**config.mk**
```make
export PLATFORM = sky130hd
export DESIGN_NAME = alu_exec_unit
export DESIGN_NICKNAME = d
export VERILOG_FILES = /design/src/rtl/alu_exec_unit.sv
export SDC_FILE = /design/constraint.sdc
export NUM_CORES = 1
export LEC_CHECK = 0
export BUFFER_PORTS_ARGS = -buffer_cell sky130_fd_sc_hd__buf_2
export CELL_PAD_IN_SITES_DETAIL_PLACEMENT = 1
export CELL_PAD_IN_SITES_GLOBAL_PLACEMENT = 2
export CORE_MARGIN = 4
export CORE_UTILIZATION = 35
export DETAILED_ROUTE_END_ITERATION = 16
export GPL_TIMING_DRIVEN = 1
export PLACE_DENSITY_LB_ADDON = 0.25
export SETUP_SLACK_MARGIN = 0.5
export SYNTH_ARGS = -nofsm -noshare
export SYNTH_HDL_FRONTEND = slang
export SYNTH_SLANG_ARGS = --single-unit
```
**constraint.sdc**
```tcl
create_clock -name clk -period 3.7 [get_ports clk]
set_input_delay 0.74 -clock clk [delete_from_list [all_inputs] [get_ports clk]]
set_output_delay 0.74 -clock clk [all_outputs]
set_load 0.01 [all_outputs]
```
**src/rtl/alu_exec_unit.sv**
```systemverilog
// ---------------------------------------------------------------------------
// alu_exec_unit
//
// Execute-stage ALU that sits downstream of alu_control. It takes a 4-bit
// alu_ctrl code and two operands through a valid/ready handshake. It returns a
// registered result and a registered zero flag, which the branch compare uses
// with the SUB code.
//
// Non-shift ops complete in a single cycle. By default, shifts (SLL/SRL/SRA)
// run on a serial shifter that moves one bit per cycle.
//
// Build option:
//   BARREL_SHIFT_EN - when defined, shifts use a combinational barrel shifter.
//                     Every op then completes in one cycle and the SHIFT state
//                     is never entered. Results are identical in both builds.
//
// Parameters:
//   XLEN     operand/result width (default 32)
//   SHAMT_W  shift-amount width, derived as $clog2(XLEN)
//
// Ports:
//   clk        rising-edge clock
//   rst_n      asynchronous active-low reset
//   in_valid   operands and alu_ctrl valid
//   in_ready   unit accepts a new op this cycle
//   alu_ctrl   op code (`ALU_ADD .. `ALU_LUI)
//   op_a       operand A (rs1 / pc)
//   op_b       operand B (rs2 / imm); shift amount is op_b[SHAMT_W-1:0]
//   out_valid  result valid
//   out_ready  consumer accepts the result
//   result     registered result
//   zero       registered (result == 0)
//   busy       unit is working on or holding an op
// ---------------------------------------------------------------------------

// Op encodings shared with alu_control. Each one is only defined here if the
// project-wide defines have not already been included.
`ifndef ALU_ADD
`define ALU_ADD  4'd0
`define ALU_SUB  4'd1
`define ALU_AND  4'd2
`define ALU_OR   4'd3
`define ALU_XOR  4'd4
`define ALU_SLT  4'd5
`define ALU_SLTU 4'd6
`define ALU_SLL  4'd7
`define ALU_SRL  4'd8
`define ALU_SRA  4'd9
`define ALU_LUI  4'd10
`endif

module alu_exec_unit #(
  parameter int XLEN = 32
) (
  input  logic            clk,
  input  logic            rst_n,
  input  logic            in_valid,
  output logic            in_ready,
  input  logic [3:0]      alu_ctrl,
  input  logic [XLEN-1:0] op_a,
  input  logic [XLEN-1:0] op_b,
  output logic            out_valid,
  input  logic            out_ready,
  output logic [XLEN-1:0] result,
  output logic            zero,
  output logic            busy
);

  localparam int SHAMT_W = $clog2(XLEN);

  typedef enum logic [1:0] {
    IDLE  = 2'd0,
    SHIFT = 2'd1,
    HOLD  = 2'd2
  } state_t;

  state_t state;
  state_t next_state;

  logic               accept;
  logic               start_shift;
  logic [SHAMT_W-1:0] shamt;
  logic [XLEN-1:0]    alu_value;

  function automatic logic is_shift_op(input logic [3:0] ctrl);
    return (ctrl == `ALU_SLL) || (ctrl == `ALU_SRL) || (ctrl == `ALU_SRA);
  endfunction

  assign shamt  = op_b[SHAMT_W-1:0];
  assign accept = in_valid && in_ready;

`ifdef BARREL_SHIFT_EN
  assign start_shift = 1'b0;
`else
  // A zero shift amount never enters SHIFT. It passes op_a through in one cycle.
  assign start_shift = is_shift_op(alu_ctrl) && (shamt != '0);

  logic [XLEN-1:0]    work;
  logic [SHAMT_W-1:0] count;
  logic [3:0]         ctrl_q;
  logic [XLEN-1:0]    shift_next;

  // Single-bit step of the serial shifter. SRA replicates the sign bit.
  always_comb begin
    shift_next = {1'b0, work[XLEN-1:1]};
    case (ctrl_q)
      `ALU_SLL: shift_next = {work[XLEN-2:0], 1'b0};
      `ALU_SRA: shift_next = {work[XLEN-1], work[XLEN-1:1]};
      default:  shift_next = {1'b0, work[XLEN-1:1]};
    endcase
  end
`endif

  // Single-cycle result for the op currently on the inputs. Undefined codes
  // fall back to ADD.
  always_comb begin
    alu_value = op_a + op_b;
    case (alu_ctrl)
      `ALU_ADD:  alu_value = op_a + op_b;
      `ALU_SUB:  alu_value = op_a - op_b;
      `ALU_AND:  alu_value = op_a & op_b;
      `ALU_OR:   alu_value = op_a | op_b;
      `ALU_XOR:  alu_value = op_a ^ op_b;
      `ALU_SLT:  alu_value = {{(XLEN-1){1'b0}}, ($signed(op_a) < $signed(op_b))};
      `ALU_SLTU: alu_value = {{(XLEN-1){1'b0}}, (op_a < op_b)};
      `ALU_LUI:  alu_value = op_b;
`ifdef BARREL_SHIFT_EN
      `ALU_SLL:  alu_value = op_a << shamt;
      `ALU_SRL:  alu_value = op_a >> shamt;
      `ALU_SRA:  alu_value = XLEN'($signed(op_a) >>> shamt);
`else
      // Only the shamt==0 case lands here. Non-zero shifts go through SHIFT.
      `ALU_SLL,
      `ALU_SRL,
      `ALU_SRA:  alu_value = op_a;
`endif
      default:   alu_value = op_a + op_b;
    endcase
  end

  // State register.
  always_ff @(posedge clk or negedge rst_n) begin
    if (!rst_n) begin
      state <= IDLE;
    end else begin
      state <= next_state;
    end
  end

  // Next-state logic. HOLD can hand straight over to a new op when the old
  // result retires in the same cycle as the new op is accepted.
  always_comb begin
    next_state = state;
    case (state)
      IDLE, HOLD: begin
        if (accept) begin
          next_state = start_shift ? SHIFT : HOLD;
        end else if ((state == HOLD) && out_ready) begin
          next_state = IDLE;
        end
      end
      SHIFT: begin
`ifdef BARREL_SHIFT_EN
        next_state = IDLE;
`else
        if (count == SHAMT_W'(1)) begin
          next_state = HOLD;
        end
`endif
      end
      default: next_state = IDLE;
    endcase
  end

  // Outputs. out_valid is exactly "in HOLD". A new op may be taken while
  // holding, provided the current result is being consumed this cycle.
  always_comb begin
    in_ready  = (state == IDLE) || ((state == HOLD) && out_ready);
    out_valid = (state == HOLD);
    busy      = (state != IDLE);
  end

  // Datapath registers. result only changes when a finished value is written,
  // so a shift in progress never shows a partial value.
  always_ff @(posedge clk or negedge rst_n) begin
    if (!rst_n) begin
      result <= '0;
      zero   <= 1'b0;
`ifndef BARREL_SHIFT_EN
      work   <= '0;
      count  <= '0;
      ctrl_q <= '0;
`endif
    end else if (accept) begin
`ifndef BARREL_SHIFT_EN
      if (start_shift) begin
        work   <= op_a;
        count  <= shamt;
        ctrl_q <= alu_ctrl;
      end else begin
        result <= alu_value;
        zero   <= (alu_value == '0);
      end
`else
      result <= alu_value;
      zero   <= (alu_value == '0);
`endif
    end
`ifndef BARREL_SHIFT_EN
    else if (state == SHIFT) begin
      if (count == SHAMT_W'(1)) begin
        result <= shift_next;
        zero   <= (shift_next == '0);
      end else begin
        work  <= shift_next;
        count <= count - SHAMT_W'(1);
      end
    end
`endif
  end

endmodule
```
After elaboration in Yosys (flattened, before gate mapping)
Cells that the tools add are included.
{"block": "totals", "output_inout_bits": 36, "register_bits": 76, "input_bits": 72}
{"block": "op_classes", "eq_ne": 20, "n_mux": 23, "n_addsub": 3, "bitwise_logic": 3, "n_reduce_logical": 19, "n_lt_le_gt_ge": 2}
{"op": "$mux 32", "count": 8}
{"op": "$pmux 32 s8", "count": 1}
{"op": "$logic_not 32->1", "count": 2}
{"op": "$lt 32x32->1", "count": 2}
{"op": "$pmux 32 s2", "count": 1}
{"op": "$add 32x32->32", "count": 1}
{"op": "$and 32x32->32", "count": 1}
{"op": "$or 32x32->32", "count": 1}
{"op": "$sub 32x32->32", "count": 1}
{"op": "$xor 32x32->32", "count": 1}
{"op": "$eq 4x3->1 const B", "count": 5}
{"op": "$mux 5", "count": 4}
{"op": "$eq 4x4->1 const B", "count": 4}
{"op": "$eq 4x2->1 const B", "count": 2}
{"op": "$mux 2", "count": 4}
{"op": "$ne 2x2->1 const B", "count": 3}
{"op": "$reduce_and 3->1", "count": 2}
{"op": "$reduce_bool 2->1", "count": 3}
{"op": "$eq 5x1->1 const B", "count": 1}
{"op": "$reduce_bool 5->1", "count": 1}
{"op": "$sub 5x1->5 const B", "count": 1}
{"op": "$eq 4x1->1 const B", "count": 1}
{"op": "$mux 1", "count": 4}
{"op": "$pmux 2 s2", "count": 1}
{"op": "other kinds (10)", "count": 15}

Depth between registers and ports, before layout
Gate-level depths: netlist (run 1).
{"block": "depth", "ltp_word": 7, "mapped_depth": 16, "depth_no_buf": 15}

Worst setup path after synthesis (run 1)
OpenSTA, ideal clock, no wires.
{"block": "synth_timing", "path_type": "input to register", "from": "input op_a[0]", "to": "register zero", "t_required_ns": 3.634, "path_slack_ns": -0.385, "path_stages": 14, "n_path_buf": 0, "arrival_ns": 4.019, "cell_sequence": "ha_1 fa_1 a21o_1 a221o_1 a31o_1 a21oi_1 o21ai_0 mux2i_1 nor4_1 nor2b_1 nand4_1 or4b_1 nor4_1 a31o_1"}
{"block": "synth_between", "elab_chain_cells": 5, "elab_cells_between_ends": 11}
{"item": "start, declared", "line_no": "60", "source": "input logic [XLEN-1:0] op_a,"}
{"item": "$add 32x32->32 (tied with other cells)", "line_no": "119, 137"}
{"item": "$pmux 32 s8 (*)", "line_no": "118", "source": "case (alu_ctrl)"}
{"item": "$logic_not 32->1 (*)", "line_no": "202", "source": "zero <= (alu_value == '0);"}
{"item": "$mux 1 (*)", "line_no": "196", "source": "if (start_shift) begin"}
{"item": "$mux 1 (*)", "line_no": "194", "source": "end else if (accept) begin"}
{"item": "end signal, assigned", "line_no": "202"}
{"item": "end signal, assigned", "line_no": "213", "source": "zero <= (shift_next == '0);"}
{"item": "end, declared", "line_no": "65", "source": "output logic zero,"}
Every way passes the cells marked *; elsewhere a longest branch is shown, timed or not. The select of a mux whose other input is x is not followed.
A chain may end at the register's enable or synchronous reset.

Worst setup path after layout (run 1)
{"block": "layout_timing", "from": "input op_b[8]", "to": "register zero"}
{"block": "layout_between", "elab_chain_cells": 5, "elab_cells_between_ends": 11}
{"item": "start, declared", "line_no": "61", "source": "input logic [XLEN-1:0] op_b,"}
{"item": "$add 32x32->32 (tied with other cells)", "line_no": "119, 137"}
{"item": "$pmux 32 s8 (*)", "line_no": "118"}
{"item": "$logic_not 32->1 (*)", "line_no": "202"}
{"item": "$mux 1 (*)", "line_no": "196"}
{"item": "$mux 1 (*)", "line_no": "194"}
Marks and branches as above.

==> results.md, run 1 <==
* Outcome: finished with violations
* Failing checks: negative setup slack
* CP endpoint kind: register
* Initial drt markers at ~1400
* Clock-pin slew on the worst setup and hold paths at roughly 0.060 ns
* Worst slew margin at roughly a third
* First-pass GRT wire length at a little under 80000 um
* Max-cap violation count at 0
* Hold-fix buffers, CTS at 0
* Synth Area in Simple Gates at between 20% and 30%
* Maximum vdd ir drop at between 0.0002 and 0.00025 V
* Critical Path Source: op_b[8]
* Tcrit/Tclk final at 116%
* Die Ht at between 150 and 200 um
* Setup violations, final at 4
* # diodes at 0
* Clk sink count at between 70 and 80
* Drt first pass iters at 5
* Clk_lat worst skew at between 0.3 and 0.4 ns
* Worst Slack Setup Final at -0.594 ns
* Placed cell count at around 2200
* Area share of the largest cell type after synthesis at 19.2%
* Vias/cell at between 5 and 6
* Clk root buf: clkbuf_16
* Post-synth EDFFs at 0
* CP required at 3.97 ns
* Worst min-delay path class: register to register
* Worst reg-to-reg path cell count at 14
* Count of state elements after synthesis at 76
* Hold path depth at 2
* Placement Rows at between 60 and 70
* Worst-Margin Slew at around 1 ns
* Area of the multi-input gates at ~0.0081 sq mm
* Filler instances at roughly 3600
* Post-Synth Adder-Cell Area at ~13%
* RSZ-0062 raised after global routing: true
* Largest family of logic cells by synthesized area: compound AO/OA/AOI/OAI gates
* Total power draw at about 5.7 mW
* Fin nets at around 2000
* Largest net degree at the start of global routing at between 80 and 90
* FF/Latch Area at 0.00190 sq mm
* Layout cell share with drive strength beyond 1 at a little under two fifths
* Arrival time at the worst endpoint at between 4 and 5 ns
* FFs w/ async S/R, synth at 100%
* Critical R2R Launch: state[0]$_DFFE_PN0P_
* Utilization after layout at a little over half
* Synth area leaders: dfrtp_1, ha_1, nand2_1
* TNS Setup at -0.978 ns
* Crit-path max FO at 3
* Boundary Pins at approximately 110
* Final Cell Area at 0.0151 sq mm
* Ys Warns at 0
* Compound-gate portion of the synthesized area at between 30% and 40%
* WL per Instance at between 20 and 25 um
* CP peak stage delay at 0.56 ns
* Post-DP HPWL at slightly above 40000 um
* Post-synthesis average cell area at between 7 and 8 sq um
* Routability cong. at between 0.9 and 1
* Gr ovfl total at 0
* DIE WIDTH at approximately 180 um
* Syn_nets at roughly 1600
* Xor and xnor area share after synthesis at less than 1%
* Leakage at between 7 and 8 nW
* Die area at approximately 0.031 sq mm
* Placed cell areas at roughly 0.014 sq mm
* CTS buffer count at 9
* Initial antenna violation count at 0
* All-Layer GR Usage at between 30% and 40%
* # DRC at 0
* Critical setup path kind: primary input to register
* Seq/Total Area, Yosys at about a fifth
* Most Frequent Cell on Critical Path: buf_4
* Pwr dens at roughly 380 mW/mm^2
* H-tree Lvls at 3
* Fmax at approximately 230 MHz
* IO buf count at between 100 and 150
* Routed vias at roughly 13000
* Core outline area at 0.0279 sq mm
* Hold Path Sink: result[15]$_DFFE_PN0P_
* CP Cell Sequence: buf_2, inv_1, ha_1, inv_1, nor3_1, buf_4, nand4_1, a21oi_4, buf_4, nor3_4, o21a_1, a211o_1, nor2b_1, nand4_1, or4b_4, nor4_4, buf_4, a31o_1
* Crit path max-delay cell type: or4b_4
* Top_reg_cell synth: dfrtp_1
* Vias in the first global route at 13300
* CTS tree: done
* R2R Setup Slk at 0.18 ns
* Mux cell area share after synthesis at approximately 1.6%
* Setup crit start kind: primary input
* Syn Inst Count at around 1400
* Final std cells w/o fill at 2243
* Max Root-Sink Buffers at 2
* Reg2reg end: zero$_DFFE_PN0P_
* Yosys cell types at just under 90
* Area Growth Syn to Fin at 52.8%
* Initial Util at between 30% and 40%
* Tmin final at between 4 and 5 ns
* Min-delay src: result[15]$_DFFE_PN0P_
* Post-Syn Area at approximately 0.01 sq mm
* Hold Fails Final Rpt at 0
* Clock Skew at about 0.0065 ns
* Most frequent cells in the layout: buf_4, nand2_1, a21oi_1, nor2_1, buf_2
* Synth area leader: dfrtp_1
* Total Wirelength at a little over 50000 um
* Max-slew violations at 0
* Antenna-violating nets left at 0
* Most common cell after layout, fill and taps aside: buf_4
worst max-delay path by stage:
stage / cells past startpoint / to / slack (ns)
6_report: 18 / zero$_DFFE_PN0P_ / -0.59
5_1_grt: 19 / zero$_DFFE_PN0P_ / -0.70
4_1_cts: 19 / zero$_DFFE_PN0P_ / -0.45
3_5_place_dp: 18 / zero$_DFFE_PN0P_ / -1.33
3_3_place_gp: 18 / zero$_DFFE_PN0P_ / -1.33
2_1_floorplan: 14 / zero$_DFFE_PN0P_ / -0.09
cell usage after synthesis, types with 13 or more instances:
cell / count
a21o_1: 16
a211oi_1: 13
nor3_1: 20
o21ai_0: 131
o31ai_1: 14
buf_1: 13
nor2_1: 108
nor2b_1: 17
a221oi_1: 16
dfrtp_1: 76
o211ai_1: 24
nor4_1: 25
inv_1: 103
nand2_1: 192
buf_2: 23
a31oi_1: 14
nand3_1: 50
a22oi_1: 22
ha_1: 98
o221ai_1: 15
o21bai_1: 14
a21oi_1: 141
clkbuf_1: 56
where the power goes:
group	internal [mW]	leakage, nW	switching [mW]
combinational	1.45	6.15	1.88
clock	0.537	0.140	0.327
sequential	1.20	0.858	0.327
total	3.19	7.15	2.53
repair_timing:
item / CTS / global route
buffers inserted: 25 / 11
resized for setup: 135 / 79
cloned: 0 / 0
pin swaps: 65 / 46
setup endpoints to repair: 25 / 25
critical path, delay by kind of cell:
family	cells	cell delay, ns
buf+inv	6	0.77
simple gates	7	1.76
compound gates	4	0.98
fa+ha+maj	1	0.32
area by class of cell:
cell class,instances,area share (%)
clock buffer,13,1.66
clock inverter,2,0.232
inverter,106,2.68
multi-input combinational,1130,53.6
sequential,76,12.6
tap,378,3.13
timing repair buffer,538,26.1
cell families (layout without fill, tap and decap cells):
| logic type | count (synthesis) | after routing |
|---|---|---|
| flip-flops | 76 | 76 |
| AND/OR/NAND/NOR | 488 | 488 |
| buffers and inverters | 202 | 659 |
| XOR/XNOR | 3 | 3 |
| multiplexers | 14 | 14 |
| adder cells (fa/ha/maj) | 100 | 100 |
| AO/OA/AOI/OAI | 525 | 525 |
state kept, by name, indices dropped and copies added, names as in the netlist:
register	flops
result	32
work	32
count	5
ctrl_q	4
state	2
zero	1
layer usage:
layer,part of all wire [%],wire (um),track usage (%),vias to the layer above
met2,46,23800,52.3,517
met4,2.6,1340,8.09,0
li1,-,-,-,6030
met1,44,22900,44.2,6576
met3,6.7,3460,3.15,94
met5,0,0,0,-
metrics by stage:
| stage | setup WS (ns) | hold WS, ns |
|---|---|---|
| after detailed placement | -1.33 | 0.465 |
| final | -0.594 | 0.474 |
| after floorplan | -0.0865 | 0.444 |
| after global placement | -1.33 | 0.455 |
| after global routing | -0.699 | 0.511 |
| after CTS | -0.446 | 0.481 |
No activity file was read; power rests on OpenSTA's default activity.
==> inputs of run 2 (changes only) <==
--- a/config.mk
+++ b/config.mk
@@ -13,7 +13,8 @@
 export DETAILED_ROUTE_END_ITERATION = 16
 export GPL_TIMING_DRIVEN = 1
 export PLACE_DENSITY_LB_ADDON = 0.25
-export SETUP_SLACK_MARGIN = 0.5
+export RECOVER_POWER = 100
+export SETUP_SLACK_MARGIN = 0.2
 export SYNTH_ARGS = -nofsm -noshare
 export SYNTH_HDL_FRONTEND = slang
 export SYNTH_SLANG_ARGS = --single-unit
==> run 2 against run 1 <==
The run ends with max-capacitance violations, max-slew violations, negative setup slack left. Sequential share of layout area is 0.089 points higher. Worst setup slack better by 0.22 ns. Wire length rose by 1.7%. Power increased by 0.42%. Via count decreased by 1.1%. Non-clock buffer count grew 3. Clock skew up 0.0029 ns. Critical path type unchanged. Critical endpoint unchanged.
==> results.md, run 2 (synthesis gave the netlist of run 1 again) <==
* Tcrit/Tclk final at 110% (-5.9 points)
* Die area at 0.0310 sq mm (unchanged)
* Core outline area at 0.0279 sq mm (unchanged)
* IO buf count at 107 (unchanged)
* CP endpoint kind: register
* CP required at 3.98 ns (about the same)
* Most common cell after layout, fill and taps aside: buf_4
* Reg2reg end: zero$_DFFE_PN0P_
* Total power draw at 5.75 mW (+0.42%)
* Initial antenna violation count at 1 (+1)
* All-Layer GR Usage at 32.3% (+0.77 points)
* Antenna-violating nets left at 0 (unchanged)
* Routed vias at 13100 (-1.1%)
* Hold-fix buffers, CTS at 0 (unchanged)
* Clk sink count at 76 (unchanged)
* Filler instances at 3503 (-1.6%)
* Die Ht at 176 um (unchanged)
* Placement Rows at 61 (unchanged)
* Largest net degree at the start of global routing at 66 (-20%)
* Total Wirelength at 52400 um (+1.7%)
* DIE WIDTH at 176 um (unchanged)
* Tmin final at 4.08 ns (-0.218 ns)
* Drt first pass iters at 5 (unchanged)
* Clock Skew at 0.00933 ns (+0.00287 ns)
* Worst min-delay path class: register to register
* Clk_lat worst skew at 0.34 ns (about the same)
* Worst slew margin at -87.8% (-120 points)
* Worst-Margin Slew at 2.82 ns (+1.82 ns)
* Area of the multi-input gates at 0.00800 sq mm (-1.2%)
* R2R Setup Slk at 0.43 ns (+0.25 ns)
* Failing checks: max-capacitance violations, max-slew violations, negative setup slack
* RSZ-0062 raised after global routing: true
* Boundary Pins at 108 (unchanged)
* CTS tree: done
* Clock-pin slew on the worst setup and hold paths at 0.06 ns (about the same)
* Critical Path Source: alu_ctrl[2]
* Vias/cell at 5.82 (-1.3%)
* Most frequent cells in the layout: buf_4, nand2_1, a21oi_1, nor2_1, o21ai_0
* # DRC at 0 (unchanged)
* Crit-path max FO at 7 (+4)
* Final std cells w/o fill at 2247 (+0.18%)
* Max-slew violations at 52 (+52)
* Post-DP HPWL at 41600 um (+3.2%)
* H-tree Lvls at 3 (unchanged)
* Worst reg-to-reg path cell count at 10 (-4)
* WL per Instance at 23.3 um (+1.5%)
* Arrival time at the worst endpoint at 4.36 ns (-0.20 ns)
* Initial Util at 35.5% (unchanged)
* Utilization after layout at 53.8% (-0.38 points)
* Maximum vdd ir drop at 0.000248 V (+17%)
* Worst Slack Setup Final at -0.376 ns (+0.218 ns)
* Area Growth Syn to Fin at 51.7%
* First-pass GRT wire length at 78300 um (+1.1%)
* Layout cell share with drive strength beyond 1 at 35.4% (-2.6 points)
* CTS buffer count at 9 (unchanged)
* Setup crit start kind: primary input
* Routability cong. at 1.01 (+2.7%)
* Vias in the first global route at 13300 (+0.18%)
* Setup violations, final at 5 (+1)
* Initial drt markers at 1262 (-6.9%)
* Critical R2R Launch: state[1]$_DFFE_PN0P_
* Min-delay src: result[12]$_DFFE_PN0P_
* Clk root buf: clkbuf_16
* Pwr dens at 383 mW/mm^2 (+1.1%)
* # diodes at 0 (unchanged)
* Hold path depth at 2 (unchanged)
* FF/Latch Area at 0.00190 sq mm (unchanged)
* Hold Path Sink: result[12]$_DFFE_PN0P_
* Fmax at 245 MHz (+5.4%)
* Regs by FF count: result (32), work (32), count (5)
* Leakage at 7.02 nW (-1.8%)
* Fin nets at 2036 (+0.15%)
* Placed cell count at 2197 (+0.23%)
* Hold Fails Final Rpt at 0 (unchanged)
* Critical setup path kind: primary input to register
* Gr ovfl total at 0 (unchanged)
* Max Root-Sink Buffers at 2 (unchanged)
* Outcome: finished with violations
* Max-cap violation count at 1 (+1)
-- run 2: cell types whose count changed in the layout (fill, tap and decap cells not counted), moves of 4 or more --
cell | before | now
buf_2 | 102 | 63
clkbuf_1 | 3 | 41
o21ai_0 | 96 | 105
o21ai_1 | 25 | 18
a221oi_2 | 5 | 0
buf_6 | 23 | 18
ha_1 | 85 | 81
nand2_1 | 182 | 186
-- run 2: worst max-delay path by stage --
stage | to | slack (ns) | depth (start not counted)
floorplan | zero$_DFFE_PN0P_ | -0.09 | 14
global placement | zero$_DFFE_PN0P_ | -0.92 | 16
detailed placement | zero$_DFFE_PN0P_ | -0.98 | 16
CTS | zero$_DFFE_PN0P_ | -0.31 | 16
global route | zero$_DFFE_PN0P_ | -0.51 | 15
finish | zero$_DFFE_PN0P_ | -0.38 | 15
-- run 2: metal layers --
metal | up-vias | track usage (%) | wire length, um
li1 | 6043 | - | -
met1 | 6476 | 46.4 | 23800
met2 | 464 | 52.2 | 24000
met3 | 85 | 2.59 | 3400
met4 | 0 | 9.36 | 1240
met5 | - | 0 | 0
-- run 2: cell type report --
cell class,instances,area share [%]
clock inverter,5,0.551
timing repair buffer,541,25.9
tap,378,3.15
clock buffer,11,1.69
sequential,76,12.7
multi-input combinational,1130,53.3
inverter,106,2.69
-- run 2: worst max-delay path, stage by stage --
cell and delay, ns:
clkbuf_1 0.35, clkbuf_1 0.22, nor3b_1 0.09, or2_0 0.30, buf_4 0.23, nand2_1 0.08, o2111ai_1 0.12, a2111oi_0 0.55
o21ai_0 0.28, o21bai_1 0.25, a32oi_2 0.22, nand2_1 0.07, or4_1 0.41, nor4_2 0.26, a31o_1 0.17
-- run 2: through the flow --
step,cell area [sq um],hold WS (ns),TNS [ns],setup WS (ns)
2_1_floorplan,9980,0.444,-0.0865,-0.0865
5_1_grt,15000,0.505,-5.66,-0.510
3_5_place_dp,13700,0.465,-6.41,-0.984
4_1_cts,14500,0.451,-0.443,-0.308
3_3_place_gp,13700,0.455,-5.27,-0.921
6_report,15000,0.476,-1.03,-0.376
-- run 2: power by group --
| group | internal, mW | leakage (nW) | switching, mW |
|---|---|---|---|
| combinational | 1.36 | 6.00 | 1.86 |
| clock | 0.630 | 0.166 | 0.359 |
| sequential | 1.20 | 0.858 | 0.332 |
-- run 2: timing repair --
action	in CTS	in global routing
resized for setup	72	111
pin swaps	35	53
setup buffers	14	20
endpoints found under the setup margin	16	18
==> inputs of run 3 (changes only) <==
--- a/config.mk
+++ b/config.mk
@@ -5,7 +5,7 @@
 export SDC_FILE = /design/constraint.sdc
 export NUM_CORES = 1
 export LEC_CHECK = 0
-export BUFFER_PORTS_ARGS = -buffer_cell sky130_fd_sc_hd__buf_2
+export BUFFER_PORTS_ARGS = -buffer_cell sky130_fd_sc_hd__clkbuf_2
 export CELL_PAD_IN_SITES_DETAIL_PLACEMENT = 1
 export CELL_PAD_IN_SITES_GLOBAL_PLACEMENT = 2
 export CORE_MARGIN = 4
==> run 3 against run 2 <==
The flow still finishes with violations (max-capacitance violations, max-slew violations, negative setup slack). Combinational power decreased by 3%. Wire length decreased by 2.7%. Critical path type unchanged. Sequential share of layout area increased by 0.37 points. Count of clock-buffer cells in the layout increased by 3. Design area decreased by 2.8%. Critical path depth increased by 1. Critical endpoint unchanged.
==> results.md, run 3 (synthesis gave the netlist of run 1 again) <==
* Fmax at 248 MHz (+0.91%)
* Max-cap violation count at 1 (unchanged)
* Tmin final at 4.04 ns (-0.0368 ns)
* Vias/cell at 5.79 (-0.48%)
* Initial antenna violation count at 1 (unchanged)
* WL per Instance at 23.0 um (-1.4%)
* TNS Setup at -0.539 ns (+0.494 ns)
* Vias in the first global route at 13100 (-2.0%)
* Gr ovfl total at 0 (unchanged)
* Critical setup path kind: primary input to register
* Sw frac at 44.2% (-0.13 points)
* Internal at 3.10 mW (-3.1%)
* Clk root buf: clkbuf_16
* Placement Rows at 61 (unchanged)
* Largest net degree at the start of global routing at 77 (+17%)
* # diodes at 0 (unchanged)
* Clk_lat worst skew at 0.34 ns (about the same)
* Setup violations, final at 3 (-2)
* CP required at 3.97 ns (about the same)
* Worst min-delay path class: register to register
* Arrival time at the worst endpoint at 4.31 ns (-0.05 ns)
* Placed cell areas at 0.0135 sq mm (-1.3%)
* Final Cell Area at 0.0146 sq mm (-2.8%)
* Clk sink count at 76 (unchanged)
* Total Wirelength at 51000 um (-2.7%)
* Post-Place Worst Slack at -1.07 ns (-0.0901 ns)
* RSZ-0062 raised after global routing: true
* Antenna-violating nets left at 0 (unchanged)
* Worst slew margin at -30.5% (+57 points)
* Clock Skew at 0.00732 ns (-0.00201 ns)
* # DRC at 0 (unchanged)
* Fin nets at 2008 (-1.4%)
* Drt first pass iters at 5 (unchanged)
* Hold Fails Final Rpt at 0 (unchanged)
* IO buf count at 107 (unchanged)
* Regs by FF count: result (32), work (32), count (5)
* Maximum vdd ir drop at 0.000222 V (-11%)
* Routed vias at 12800 (-1.8%)
* All-Layer GR Usage at 31.7% (-0.60 points)
* CP endpoint kind: register
* First-pass GRT wire length at 76700 um (-2.0%)
* Logic pwr share at 56.0% (about the same)
* Die Ht at 176 um (unchanged)
* Most frequent cells in the layout: buf_4, nand2_1, a21oi_1, o21ai_0, nor2_1
* CTS tree: done
* Pwr dens at 381 mW/mm^2 (-0.47%)
* Final std cells w/o fill at 2218 (-1.3%)
* Die area at 0.0310 sq mm (unchanged)
* Failing checks: max-capacitance violations, max-slew violations, negative setup slack
* Max-slew violations at 77 (+48%)
* Clock share of power at 16.2% (-1.0 points)
* Boundary Pins at 108 (unchanged)
* H-tree Lvls at 3 (unchanged)
* Worst Slack Setup Final at -0.339 ns (+0.0368 ns)
* Routability cong. at 1.00 (-0.83%)
* Crit-path max FO at 4 (-3)
* Core outline area at 0.0279 sq mm (unchanged)
* DIE WIDTH at 176 um (unchanged)
* Area Growth Syn to Fin at 47.4%
* Worst-Margin Slew at 1.96 ns (-0.860 ns)
* Layout cell share with drive strength beyond 1 at 33.7% (-1.7 points)
* Net Sw Power at 2.46 mW (-3.6%)
* CTS buffer count at 9 (unchanged)
* Max Root-Sink Buffers at 2 (unchanged)
* Post-DP HPWL at 41200 um (-1.0%)
* Clock-pin slew on the worst setup and hold paths at 0.06 ns (about the same)
* Leakage at 6.85 nW (-2.5%)
* Most common cell after layout, fill and taps aside: buf_4
* Placed cell count at 2177 (-0.91%)
* Utilization after layout at 52.3% (-1.5 points)
* Register share of total power at 27.7% (+1.0 points)
* Initial Util at 35.5% (unchanged)
* Tcrit/Tclk final at 109% (-0.99 points)
* Filler instances at 3599 (+2.7%)
* Setup crit start kind: primary input
* Initial drt markers at 1233 (-2.3%)
* Outcome: finished with violations
run 3: cell count changes in the layout (fill, tap and decap cells not counted), moves of 4 or more:
| cell | previous run | this run |
|---|---|---|
| buf_2 | 63 | 0 |
| buf_4 | 406 | 381 |
| clkbuf_2 | 3 | 65 |
| o21ai_0 | 105 | 112 |
| ha_4 | 11 | 7 |
| a221oi_2 | 0 | 4 |
run 3: area by class of cell:
cell class                      count  area, sq um  share of cell area [%]
Tap cell                          378          473                    3.25
Clock inverter                      1         30.0                   0.206
Inverter                          106          400                    2.75
Clock buffer                       14          274                    1.88
Sequential cell                    76         1900                    13.0
Multi-Input combinational cell   1130         7850                    53.8
Timing Repair Buffer              513         3650                    25.0
run 3: final timing paths:
| path | endpoint | start | slack [ns] | depth (start not counted) |
|---|---|---|---|---|
| min in group asynchronous | count[4]$_DFFE_PN0P_ | rst_n | 0.92 | 1 |
| worst min register to register | result[17]$_DFFE_PN0P_ | result[17]$_DFFE_PN0P_ | 0.48 | 2 |
| worst min-delay path | result[17]$_DFFE_PN0P_ | result[17]$_DFFE_PN0P_ | 0.48 | 2 |
| worst max register to register | zero$_DFFE_PN0P_ | state[1]$_DFFE_PN0P_ | 0.34 | 12 |
| worst max-delay path | zero$_DFFE_PN0P_ | op_a[0] | -0.34 | 16 |
| max in group asynchronous | work[23]$_DFFE_PN0P_ | rst_n | 1.59 | 1 |
run 3: critical path: stages:
cell      delay [ns]
buf_8           0.10
buf_6           0.11
ha_4            0.17
fa_2            0.36
a21o_1          0.19
a221o_1         0.35
nand4_1         0.18
a21oi_4         0.12
o21a_1          0.24
a221oi_2        0.30
o211ai_1        0.17
mux2i_1         0.19
o21ai_2         0.11
or4_4           0.56
nor4_4          0.25
a31o_1          0.16
run 3: timing repair:
| item | 4_1_cts | 5_1_grt |
|---|---|---|
| pin swaps | 31 | 42 |
| endpoints found under the setup margin | 15 | 18 |
| setup buffers | 10 | 16 |
| hold buffers | 0 | 0 |
| resized for setup | 57 | 94 |
run 3: power by group through the flow:
stage                     combinational (mW)  sequential (mW)  clock, mW
final                                   3.11             1.54      0.901
after global routing                    3.40             1.59      0.945
after CTS                               2.98             1.54      0.912
after detailed placement                2.88             1.55          0
after global placement                  2.80             1.53          0
after floorplan                         1.46             1.53          0
run 3: stage by stage:
stage / power [mW] / hold slack (ns)
2_1_floorplan: 2.99 / 0.444
3_3_place_gp: 4.33 / 0.460
3_5_place_dp: 4.43 / 0.469
4_1_cts: 5.43 / 0.481
5_1_grt: 5.94 / 0.504
6_report: 5.56 / 0.475
run 3: layer usage:
layer | track usage, % | wire (um) | vias up
met1 | 46.1 | 23800 | 6426
met5 | 0 | 0 | -
li1 | - | - | 5985
met3 | 2.40 | 2600 | 63
met2 | 51.4 | 23500 | 364
met4 | 7.76 | 1120 | 0
